[config.mk]
export PLATFORM = sky130hd
export DESIGN_NAME = debounce_pulse
export DESIGN_NICKNAME = d
export VERILOG_FILES = /design/src/rtl/debounce_pulse.sv
export SDC_FILE = /design/constraint.sdc
export NUM_CORES = 1
export LEC_CHECK = 0
export CAP_MARGIN = 20
export CORE_MARGIN = 1
export CORE_UTILIZATION = 50
export DETAILED_ROUTE_END_ITERATION = 6
export GPL_TIMING_DRIVEN = 1
export MAX_ROUTING_LAYER = met4
export PLACE_DENSITY = 0.67
export RECOVER_POWER = 100
export SYNTH_ARGS = -nofsm -noshare
export SYNTH_HDL_FRONTEND = slang
export SYNTH_SLANG_ARGS = --single-unit
[constraint.sdc]
create_clock -name clk -period 1.79 [get_ports clk]
set_input_delay 0.358 -clock clk [delete_from_list [all_inputs] [get_ports clk]]
set_output_delay 0.358 -clock clk [all_outputs]
set_load 0.05 [all_outputs]
[src/rtl/debounce_pulse.sv]
// debounce_pulse: synchronizes and debounces a bouncing push-button, emitting a clean level, stretched press/release pulses and a toggle
// Ports:
//   clk           system clock, rising-edge active
//   rst           asynchronous active-high reset
//   btn_in        raw button, asynchronous to clk, may bounce
//   btn_level     debounced button level
//   pulse_press   high for PULSE_CYCLES cycles per accepted press
//   pulse_release high for PULSE_CYCLES cycles per accepted release
//   toggle_q      inverts on every accepted press
//   busy          high while a candidate transition is being qualified
module debounce_pulse #(
    parameter int DEBOUNCE_CYCLES = 60000,
    parameter int CNT_W           = 16,
    parameter int PULSE_CYCLES    = 1
) (
    input  logic clk,
    input  logic rst,
    input  logic btn_in,
    output logic btn_level,
    output logic pulse_press,
    output logic pulse_release,
    output logic toggle_q,
    output logic busy
);
    typedef enum logic [1:0] {IDLE_LOW, WAIT_HIGH, IDLE_HIGH, WAIT_LOW} state_t;
    localparam logic [CNT_W-1:0] CNT_LAST = CNT_W'(DEBOUNCE_CYCLES - 1);
    localparam logic [7:0]       PW       = 8'(PULSE_CYCLES);
    state_t state_q, state_d;
    logic sync1_q, sync2_q;
    logic [CNT_W-1:0] cnt_q, cnt_d;
    logic [7:0] pcnt_q, pcnt_d, rcnt_q, rcnt_d;
    logic level_q, level_d, tog_q, tog_d, busy_q;
    logic last;
    assign last = cnt_q == CNT_LAST;
    always_comb begin
        state_d = state_q;
        cnt_d   = cnt_q;
        level_d = level_q;
        tog_d   = tog_q;
        pcnt_d  = (pcnt_q != 8'd0) ? pcnt_q - 8'd1 : pcnt_q;
        rcnt_d  = (rcnt_q != 8'd0) ? rcnt_q - 8'd1 : rcnt_q;
        case (state_q)
            IDLE_LOW: if (sync2_q) begin
                state_d = WAIT_HIGH;
                cnt_d   = '0;
            end
            WAIT_HIGH: if (!sync2_q) begin
                state_d = IDLE_LOW;
            end else if (last) begin
                state_d = IDLE_HIGH;
                level_d = 1'b1;
                tog_d   = ~tog_q;
                pcnt_d  = PW;
            end else begin
                cnt_d = cnt_q + 1'b1;
            end
            IDLE_HIGH: if (!sync2_q) begin
                state_d = WAIT_LOW;
                cnt_d   = '0;
            end
            WAIT_LOW: if (sync2_q) begin
                state_d = IDLE_HIGH;
            end else if (last) begin
                state_d = IDLE_LOW;
                level_d = 1'b0;
                rcnt_d  = PW;
            end else begin
                cnt_d = cnt_q + 1'b1;
            end
        endcase
    end
    // busy is a flop loaded from the next state so it tracks the WAIT states cycle-exactly
    always_ff @(posedge clk or posedge rst) begin
        if (rst) begin
            sync1_q <= 1'b0;
            sync2_q <= 1'b0;
            state_q <= IDLE_LOW;
            cnt_q   <= '0;
            pcnt_q  <= 8'd0;
            rcnt_q  <= 8'd0;
            level_q <= 1'b0;
            tog_q   <= 1'b0;
            busy_q  <= 1'b0;
        end else begin
            sync1_q <= btn_in;
            sync2_q <= sync1_q;
            state_q <= state_d;
            cnt_q   <= cnt_d;
            pcnt_q  <= pcnt_d;
            rcnt_q  <= rcnt_d;
            level_q <= level_d;
            tog_q   <= tog_d;
            busy_q  <= (state_d == WAIT_HIGH) || (state_d == WAIT_LOW);
        end
    end
    assign btn_level     = level_q;
    assign pulse_press   = pcnt_q != 8'd0;
    assign pulse_release = rcnt_q != 8'd0;
    assign toggle_q      = tog_q;
    assign busy          = busy_q;
endmodule
# After elaboration in Yosys (flattened, before gate mapping)
# Index checks and enable logic that the tools add are counted.
[op_classes]
addsub = 3
n_eq_ne = 12
mux = 26
n_bitwise = 1
reduce_logical = 8
[ops]
columns = ["cell", "n"]
rows = [
  ["16-bit 2-to-1 mux", 5],
  ["8-bit 2-to-1 mux", 8],
  ["16-bit one-hot mux with 4 select lines", 1],
  ["16-bit by 1-bit adder with 16-bit output (second input constant)", 1],
  ["16-bit == test (second input constant)", 1],
  ["8-bit nonzero test", 2],
  ["8-bit by 1-bit subtractor with 8-bit output (second input constant)", 2],
  ["2-bit 2-to-1 mux", 6],
  ["2-bit != test (second input constant)", 6],
  ["2-bit one-hot mux with 4 select lines", 1],
  ["2-bit == test (second input constant)", 3],
  ["5-bit AND reduction", 1],
  ["2-bit by 1-bit == test with 1-bit output (second input constant)", 2],
  ["1-bit 2-to-1 mux", 4],
  ["4-bit AND reduction", 1],
  ["3-bit AND reduction", 1],
  ["2-bit zero test", 1],
  ["1-bit one-hot mux with 2 select lines", 1],
  ["2-bit nonzero test", 1],
  ["1-bit logical OR", 1],
  ["1-bit NOT", 1],
]
[word_totals]
ff_bits = 39
in_bits = 3
elab_cells = 59

# Depth between registers and ports, before layout
# Gate-level depths: netlist of run 1.
[depth]
word_depth = 6
mapped_depth = 7
mapped_depth_nobuf = 7

# Least setup slack after synthesis of run 1
# OpenSTA, ideal clock, no wires.
[synth_timing]
path_kind = "reg-to-reg"
from = "register pcnt_q[3]"
to = "register pcnt_q[1]"
setup_ps = 119
arrival_ps = 1736
required_ps = 1671
slack_ps = -65
path_stages_with_launch = 6
n_path_buf = 0
period_less_slack_ps = 1855
cell_sequence = "dfrtp_1 -> nor4_1 -> nand3_1 -> nor2_1 -> a21oi_1 -> and2_1"
[synth_between]
elab_chain_cells = 5
[synth_rtl]
columns = ["element", "line", "text"]
rows = [
  ["from (decl)", "31", "logic [7:0] pcnt_q, pcnt_d, rcnt_q, rcnt_d;"],
  ["from (signal assigned)", "89", "pcnt_q <= pcnt_d;"],
  ["8-bit nonzero test *", "--", ""],
  ["net pulse_press", "20", "output logic pulse_press,"],
  ["8-bit 2-to-1 mux *", "40", "pcnt_d = (pcnt_q != 8'd0) ? pcnt_q - 8'd1 : pcnt_q;"],
  ["8-bit 2-to-1 mux", "49", "end else if (last) begin"],
  ["8-bit 2-to-1 mux", "47", "WAIT_HIGH: if (!sync2_q) begin"],
  ["8-bit 2-to-1 mux *", "42", "case (state_q)"],
  ["net pcnt_d[1]", "31", ""],
]
# The timed path passes the listed nets; every way through them passes the cells marked *.
# A chain may end at the register's enable or synchronous reset.

# Worst setup path in the final report of run 1
[layout_timing]
from = "register pcnt_q[3]"
to = "output port pulse_press"
[layout_between]
elab_chain_cells = 1
[layout_rtl]
columns = ["element", "line", "text"]
rows = [
  ["8-bit nonzero test", "97", "assign pulse_press = pcnt_q != 8'd0;"],
  ["to (decl)", "20", ""],
]
# Every way passes these cells.

==> results.cfg, run 1 <==
[sta]
timing_worst_slew_pin_value_ns = 0.965
grt_setup_unrepaired = true
relSlewSlack = 0.356
final-max-slew-violation-count = 0
finalSetupViolCount = 0
post-route-period-util = 0.964
timing.final.hold_violations = 0
finalClockSkew_ns = 0.00210
holdWs_ns = 0.356
fmax_ghz = 0.579
layout_min_cycle_time_ns = 1.73

[place]
post-dp-hpwl_mm = 2.65
gp_congestion = 0.895
buffer_ports.inserted = 7

[grt]
globalRoute.totalOverflow = 0
grt_util_all_layers = 0.217
vias_in_the_first_global_route = 1486
first_pass_grt_wire_length_mm = 6.45
initial_antenna_violation_count = 0
grt_start_max_net_pins = 40

[floorplanning]
ios = 8
vertical_extent_of_the_die_um = 63.9
floorplan.die.width_um = 63.9
floorplan.core_area_mm2 = 0.00366
floorplan.initialDensity = 0.524
die_area_mm2 = 0.00409
num_rows = 22

[critical_path]
cp-end-kind = output pin
worstPathRequired_ns = 1.43
cp_slowest_cell = sky130_fd_sc_hd__dfrtp_2
crit_arrival_ns = 1.37
critical_path_peak_fanout = 3
crit_path_start_kind = flip-flop
critical-path-top-delay-family = simple AND/OR/NAND/NOR gates
worst-setup-path-type = reg -> out
path_cells = nor4_4, nand3_2, buf_6
path_buf_inv = 1
critical_path.max_stage_delay_ns = 0.44

[final_layout]
final_layout_size_suffix_gt1_frac = 0.186
insertedDiodeCount = 0
regArea_um2 = 978
layout.filler_cells = 283
multi_input_area_um2 = 973
area_delta_synth_final_pct = 19.4
final_nets = 229

[yosys]
async_reset_ff_frac = 1.00
synth_largest_type_area_fraction = 0.509
synthFlopType = sky130_fd_sc_hd__dfrtp_1
synth.avg_cell_area_um2 = 9.89
yosys_warn_count = 0
synth.top_cells.by_count = 39 x sky130_fd_sc_hd__dfrtp_1, 28 x sky130_fd_sc_hd__nor2_1, 17 x sky130_fd_sc_hd__nand2_1, 11 x sky130_fd_sc_hd__xnor2_1
top_cells_by_area_synth = sky130_fd_sc_hd__dfrtp_1 51%, sky130_fd_sc_hd__nor2_1 5.5%, sky130_fd_sc_hd__xnor2_1 5.0%
postSynthNetCount = 202
netlist-cell-type-count = 32
yosys_register_bits = 39
synth-edff-count = 0
synth_seq_area_share = 0.509
yosys.area.top_type = sky130_fd_sc_hd__dfrtp_1
cell_area_after_synthesis_mm2 = 0.00192
yosysMostFrequentCell = sky130_fd_sc_hd__dfrtp_1
synth_cells = 194

[pwr]
comb_pwr_share = 0.055
internal_power_mw = 1.22
power_density_mw_per_mm2 = 694
vdd_ir_drop_max_v = 0.000430
swShare = 0.230
pwr-share-clk = 0.376
power.sequential.fraction = 0.569
finalPower_mw = 1.59
power.static_leakage_nw = 1.12
switching_pwr_mw = 0.365

[clock_tree]
cts_tree = built
clock_insertion_delay_worst_skew_ns = 0.29
cts_buffer_depth = 2
cts_root_buffer = sky130_fd_sc_hd__clkbuf_8
numCtsBuffers = 5
cts_hold_buf = 0
cts.htree.levels = 2
cts_sinks = 39
worst_setup_hold_path_clk_slew_ns = 0.07

[detailed_routing]
detailroute.via_count = 1463
dr.pass1.iters = 4
postRouteAntennaNets = 0
drt_wirelength_mm = 3.94
drc = 0
drt_iter0_drc = 72
route.detailed.vias_per_inst = 5.44
post_drt_wl_per_cell_um = 14.6

[job]
max_cap_violations = 0

[worst_hold_path]
hold_path_class = reg -> reg

[status]
run_status = completed
[routing by layer]
metal | vias up | GRT usage | part of all wire
li1 | 718 | - | -
met1 | 703 | 0.243 | 0.42
met2 | 30 | 0.344 | 0.51
met3 | 12 | 0.0625 | 0.036
met4 | 0 | 0.125 | 0.026
met5 | - | - | 0
[cells in the final DEF, fill, tap and decap left out, types with 2 or more instances in the layout]
cell	n
sky130_fd_sc_hd__a21oi_1	5
sky130_fd_sc_hd__a31oi_1	2
sky130_fd_sc_hd__and2_1	2
sky130_fd_sc_hd__and3_1	3
sky130_fd_sc_hd__buf_4	12
sky130_fd_sc_hd__buf_6	2
sky130_fd_sc_hd__clkbuf_1	3
sky130_fd_sc_hd__clkbuf_8	6
sky130_fd_sc_hd__dfrtp_1	37
sky130_fd_sc_hd__dfrtp_2	2
sky130_fd_sc_hd__dlygate4sd3_1	2
sky130_fd_sc_hd__ha_1	5
sky130_fd_sc_hd__inv_1	10
sky130_fd_sc_hd__nand2_1	17
sky130_fd_sc_hd__nand2_4	2
sky130_fd_sc_hd__nand2b_1	6
sky130_fd_sc_hd__nand3_1	8
sky130_fd_sc_hd__nand3_2	2
sky130_fd_sc_hd__nand4_1	3
sky130_fd_sc_hd__nor2_1	27
sky130_fd_sc_hd__nor3_1	6
sky130_fd_sc_hd__nor4_1	2
sky130_fd_sc_hd__nor4_4	3
sky130_fd_sc_hd__o21ai_0	8
sky130_fd_sc_hd__o21ai_1	7
sky130_fd_sc_hd__o31ai_1	4
sky130_fd_sc_hd__o41ai_1	2
sky130_fd_sc_hd__xnor2_1	11
sky130_fd_sc_hd__xor2_1	9
[cell type report]
type                       count  area share
multi-input combinational    144       0.425
inverter                      11      0.0180
clock buffer                   6      0.0361
clock inverter                 1     0.00219
sequential                    39       0.427
timing repair buffer          20      0.0650
tap                           48      0.0262
[worst paths after layout]
kind	from	end	slack [ns]	cells past startpoint
min reg2reg	sync1_q	sync2_q	0.36	0
min	sync1_q	sync2_q	0.36	0
max in group asynchronous	rst	rcnt_q[3]	0.30	3
min in group asynchronous	rst	pcnt_q[4]	0.83	3
max reg2reg	cnt_q[8]	pcnt_q[5]	0.07	6
max	pcnt_q[3]	pulse_press	0.06	3
[metrics by stage]
stage / instance area, um^2 / util / cells / TNS [ns] / worst slack, ns
2_1_floorplan: 1930 / - / 194 / 0 / 0.0591
3_3_place_gp: 2130 / 0.581 / 258 / 0 / 0.0825
3_5_place_dp: 2130 / 0.581 / 258 / 0 / 0.00303
4_1_cts: 2240 / 0.613 / 265 / 0 / 0.00131
5_1_grt: 2290 / 0.625 / 269 / -0.0206 / -0.0130
6_report: 2290 / 0.625 / 269 / 0 / 0.0640
[kinds of logic (layout without fill, tap and decap cells)]
logic type,after synthesis,in the layout,share of synthesized area
muxes,1,1,0.00783
xor gates and xnor gates,20,20,0.0913
buffers and inverters,11,38,0.0215
and+or+nand+nor,87,87,0.239
adders and majority gates,5,5,0.0326
AOI/OAI and AO/OA,31,31,0.0992
DFF,39,39,0.509
[worst reg2reg max path: cells and delay by family, from the launching register on]
kind	cells	cell delay [ns]
buf+inv	1	0.19
flops	1	0.45
simple gates	5	0.98
[state kept, by name, summed over array words and instances, names as in the netlist]
signal     cells
busy           1
toggle_q       1
pcnt_q         8
btn_level      1
cnt_q         16
sync2_q        1
sync1_q        1
rcnt_q         8
state_q        2
[power groups by stage]
stage / sequential (mW) / combinational (mW) / clock (mW)
global placement: 0.920 / 0.0903 / 0
CTS: 0.904 / 0.0945 / 0.618
floorplan: 0.928 / 0.0451 / 0
detailed placement: 0.921 / 0.0933 / 0
global route: 0.905 / 0.0992 / 0.657
finish: 0.904 / 0.0881 / 0.598
[repair_timing]
| action | CTS | global route |
|---|---|---|
| setup endpoints to repair | 2 | 25 |
| resized for setup | 5 | 7 |
| pin swaps | 1 | 4 |
| buffers inserted | 0 | 4 |
(Power assumes the default switching activity.)
==> run 2, diff against run 1 <==
--- a/config.mk
+++ b/config.mk
@@ -11,8 +11,9 @@
 export DETAILED_ROUTE_END_ITERATION = 6
 export GPL_TIMING_DRIVEN = 1
 export MAX_ROUTING_LAYER = met4
-export PLACE_DENSITY = 0.67
+export PLACE_DENSITY_LB_ADDON = 0.25
 export RECOVER_POWER = 100
 export SYNTH_ARGS = -nofsm -noshare
 export SYNTH_HDL_FRONTEND = slang
 export SYNTH_SLANG_ARGS = --single-unit
+export TNS_END_PERCENT = 50
==> run 2 against run 1 <==
Net effect:
- clock power up 25%
- non-clock buffer count is 2 lower
- maximum frequency is 0.96% lower
- sequential share of layout area is 0.19 points lower
- power rose by 9.7%
- via count decreased by 1.6%
- global-route usage rose by 0.43 points
- combinational power about the same
- clock-buffer cell count is the same
- highest routed layer unchanged
==> results.cfg, run 2 (synthesis gave the netlist of run 1 again) <==
[sta]
fmax_ghz = 0.574
setup_ws_ns = 0.0472
timing_worst_slew_pin_value_ns = 0.941
post-route-period-util = 0.974
layout_min_cycle_time_ns = 1.74
timing.final.hold_violations = 0
final-max-slew-violation-count = 0
grt_setup_unrepaired = true
finalSetupViolCount = 0
finalClockSkew_ns = 0.00593
relSlewSlack = 0.373

[final_layout]
stdcell_count = 268
largest_registers = cnt_q x16, pcnt_q x8, rcnt_q x8
largest_register_ffs = 16
post-route-cell-area_mm2 = 0.00230
layout_common_cells = 37 x sky130_fd_sc_hd__dfrtp_1, 27 x sky130_fd_sc_hd__nor2_1, 17 x sky130_fd_sc_hd__nand2_1, 11 x sky130_fd_sc_hd__xnor2_1, 11 x sky130_fd_sc_hd__buf_4
final_layout_size_suffix_gt1_frac = 0.186
area_delta_synth_final_pct = 19.9
max_flop_register = cnt_q
final_nets = 227
mostFrequentLayoutCell = sky130_fd_sc_hd__dfrtp_1
layout.filler_cells = 287
insertedDiodeCount = 0

[floorplanning]
num_rows = 22
floorplan.core_area_mm2 = 0.00366
die_area_mm2 = 0.00409
floorplan.die.width_um = 63.9
ios = 8
floorplan.initialDensity = 0.524
vertical_extent_of_the_die_um = 63.9

[critical_path]
worst-setup-path-type = reg -> out
cp-end-kind = output pin
path_cells = nor4_4, nand3_2, buf_4
critical_path.reg2reg.startpoint = cnt_q[1]
reg_to_reg_end = cnt_q[6]
worstPathRequired_ns = 1.43
critical_path.max_stage_delay_ns = 0.45
crit_arrival_ns = 1.38
critical_path_peak_fanout = 4
ff2ff_path_depth = 8
crit_path_start_kind = flip-flop
reg2reg_setup_slack_ns = 0.07
cp_slowest_cell = sky130_fd_sc_hd__dfrtp_2

[clock_tree]
cts_root_buffer = sky130_fd_sc_hd__clkbuf_8
cts_sinks = 39
numCtsBuffers = 5
cts_tree = built
cts.htree.levels = 2
clock_insertion_delay_worst_skew_ns = 0.29
cts_buffer_depth = 2
worst_setup_hold_path_clk_slew_ns = 0.08
cts_hold_buf = 0

[detailed_routing]
drc = 0
drt_wirelength_mm = 3.76
drt_iter0_drc = 58
dr.pass1.iters = 4
route.detailed.vias_per_inst = 5.37
post_drt_wl_per_cell_um = 14.0
postRouteAntennaNets = 0
detailroute.via_count = 1440

[place]
placed_cells = 258
buffer_ports.inserted = 7
gp_congestion = 0.837
post-place-ws_ns = 0.00175
post-dp-hpwl_mm = 2.64
dpl-instance-area_mm2 = 0.00211

[pwr]
power_density_mw_per_mm2 = 758
power.static_leakage_nw = 1.12
finalPower_mw = 1.74
vdd_ir_drop_max_v = 0.000523

[grt]
first_pass_grt_wire_length_mm = 6.63
vias_in_the_first_global_route = 1496
grt_start_max_net_pins = 40
globalRoute.totalOverflow = 0
grt_util_all_layers = 0.221
initial_antenna_violation_count = 0

[job]
max_cap_violations = 0

[worst_hold_path]
timing.hold.worst_endpoint = sync2_q
hold_depth = 0
hold_path_class = reg -> reg
min-delay-start = sync1_q

[status]
run_status = completed
## run 2: cell types whose count changed in the layout (fill, tap and decap cells not counted), sizes merged
cell	change
clkbuf	+1
bufinv	+1
buf	-3
## run 2: how the worst max path moves through the flow
stage	startpoint	end	cells after the start
6_report	pcnt_q[4]	pulse_press	3
5_1_grt	cnt_q[1]	cnt_q[3]	8
4_1_cts	cnt_q[1]	pcnt_q[5]	6
3_5_place_dp	cnt_q[1]	rcnt_q[7]	6
3_3_place_gp	cnt_q[1]	pcnt_q[5]	6
2_1_floorplan	cnt_q[0]	state_q[1]	5
## run 2: cell type report
class,instances,area (um^2),share of cell area
clock buffers,6,82.6,0.0359
clock inverters,2,35.0,0.0152
inverters,11,41.3,0.0180
multi-input cells,144,980,0.426
flip-flops and latches,39,978,0.425
well taps,48,60.1,0.0261
repair buffers,18,123,0.0533
## run 2: worst max-delay path: cells and delay by family, from the launching register on
family,cells,cell delay (ns)
DFF,1,0.45
buffers and inverters,1,0.20
and+or+nand+nor,2,0.44
## run 2: through the flow
stage	utilization	TNS (ns)	hold WS, ns
after global routing	0.628	-0.196	0.375
after detailed placement	0.577	0	0.375
after CTS	0.620	0	0.383
after global placement	0.577	0	0.338
after floorplan	-	0	0.331
final	0.628	0	0.373
## run 2: where the power goes
part	internal, mW	switching, mW	total (mW)	leakage (nW)
registers	0.893	0.0132	0.906	0.530
clock network	0.451	0.299	0.750	0.0612
logic	0.0310	0.0570	0.0880	0.529
## run 2: routing by layer
metal | vias to the layer above | track usage | share of wire
met4 | 0 | 0.0938 | 0.019
met3 | 9 | 0.0482 | 0.027
met2 | 25 | 0.367 | 0.52
li1 | 714 | - | -
met5 | - | - | 0
met1 | 692 | 0.258 | 0.44
## run 2: repair_timing
| action | in CTS | in global routing |
|---|---|---|
| resized for setup | 6 | 8 |
| pin swaps | 0 | 3 |
| buffers inserted | 0 | 2 |
| setup endpoints to repair | 4 | 30 |
| cloned | 0 | 0 |
==> run 3, diff against run 2 <==
--- a/config.mk
+++ b/config.mk
@@ -9,6 +9,7 @@
 export CORE_MARGIN = 1
 export CORE_UTILIZATION = 50
 export DETAILED_ROUTE_END_ITERATION = 6
+export GPL_ROUTABILITY_DRIVEN = 0
 export GPL_TIMING_DRIVEN = 1
 export MAX_ROUTING_LAYER = met4
 export PLACE_DENSITY_LB_ADDON = 0.25
==> results of run 3 <==
No change in the layout: final DEF, timing and power equal those of run 2.
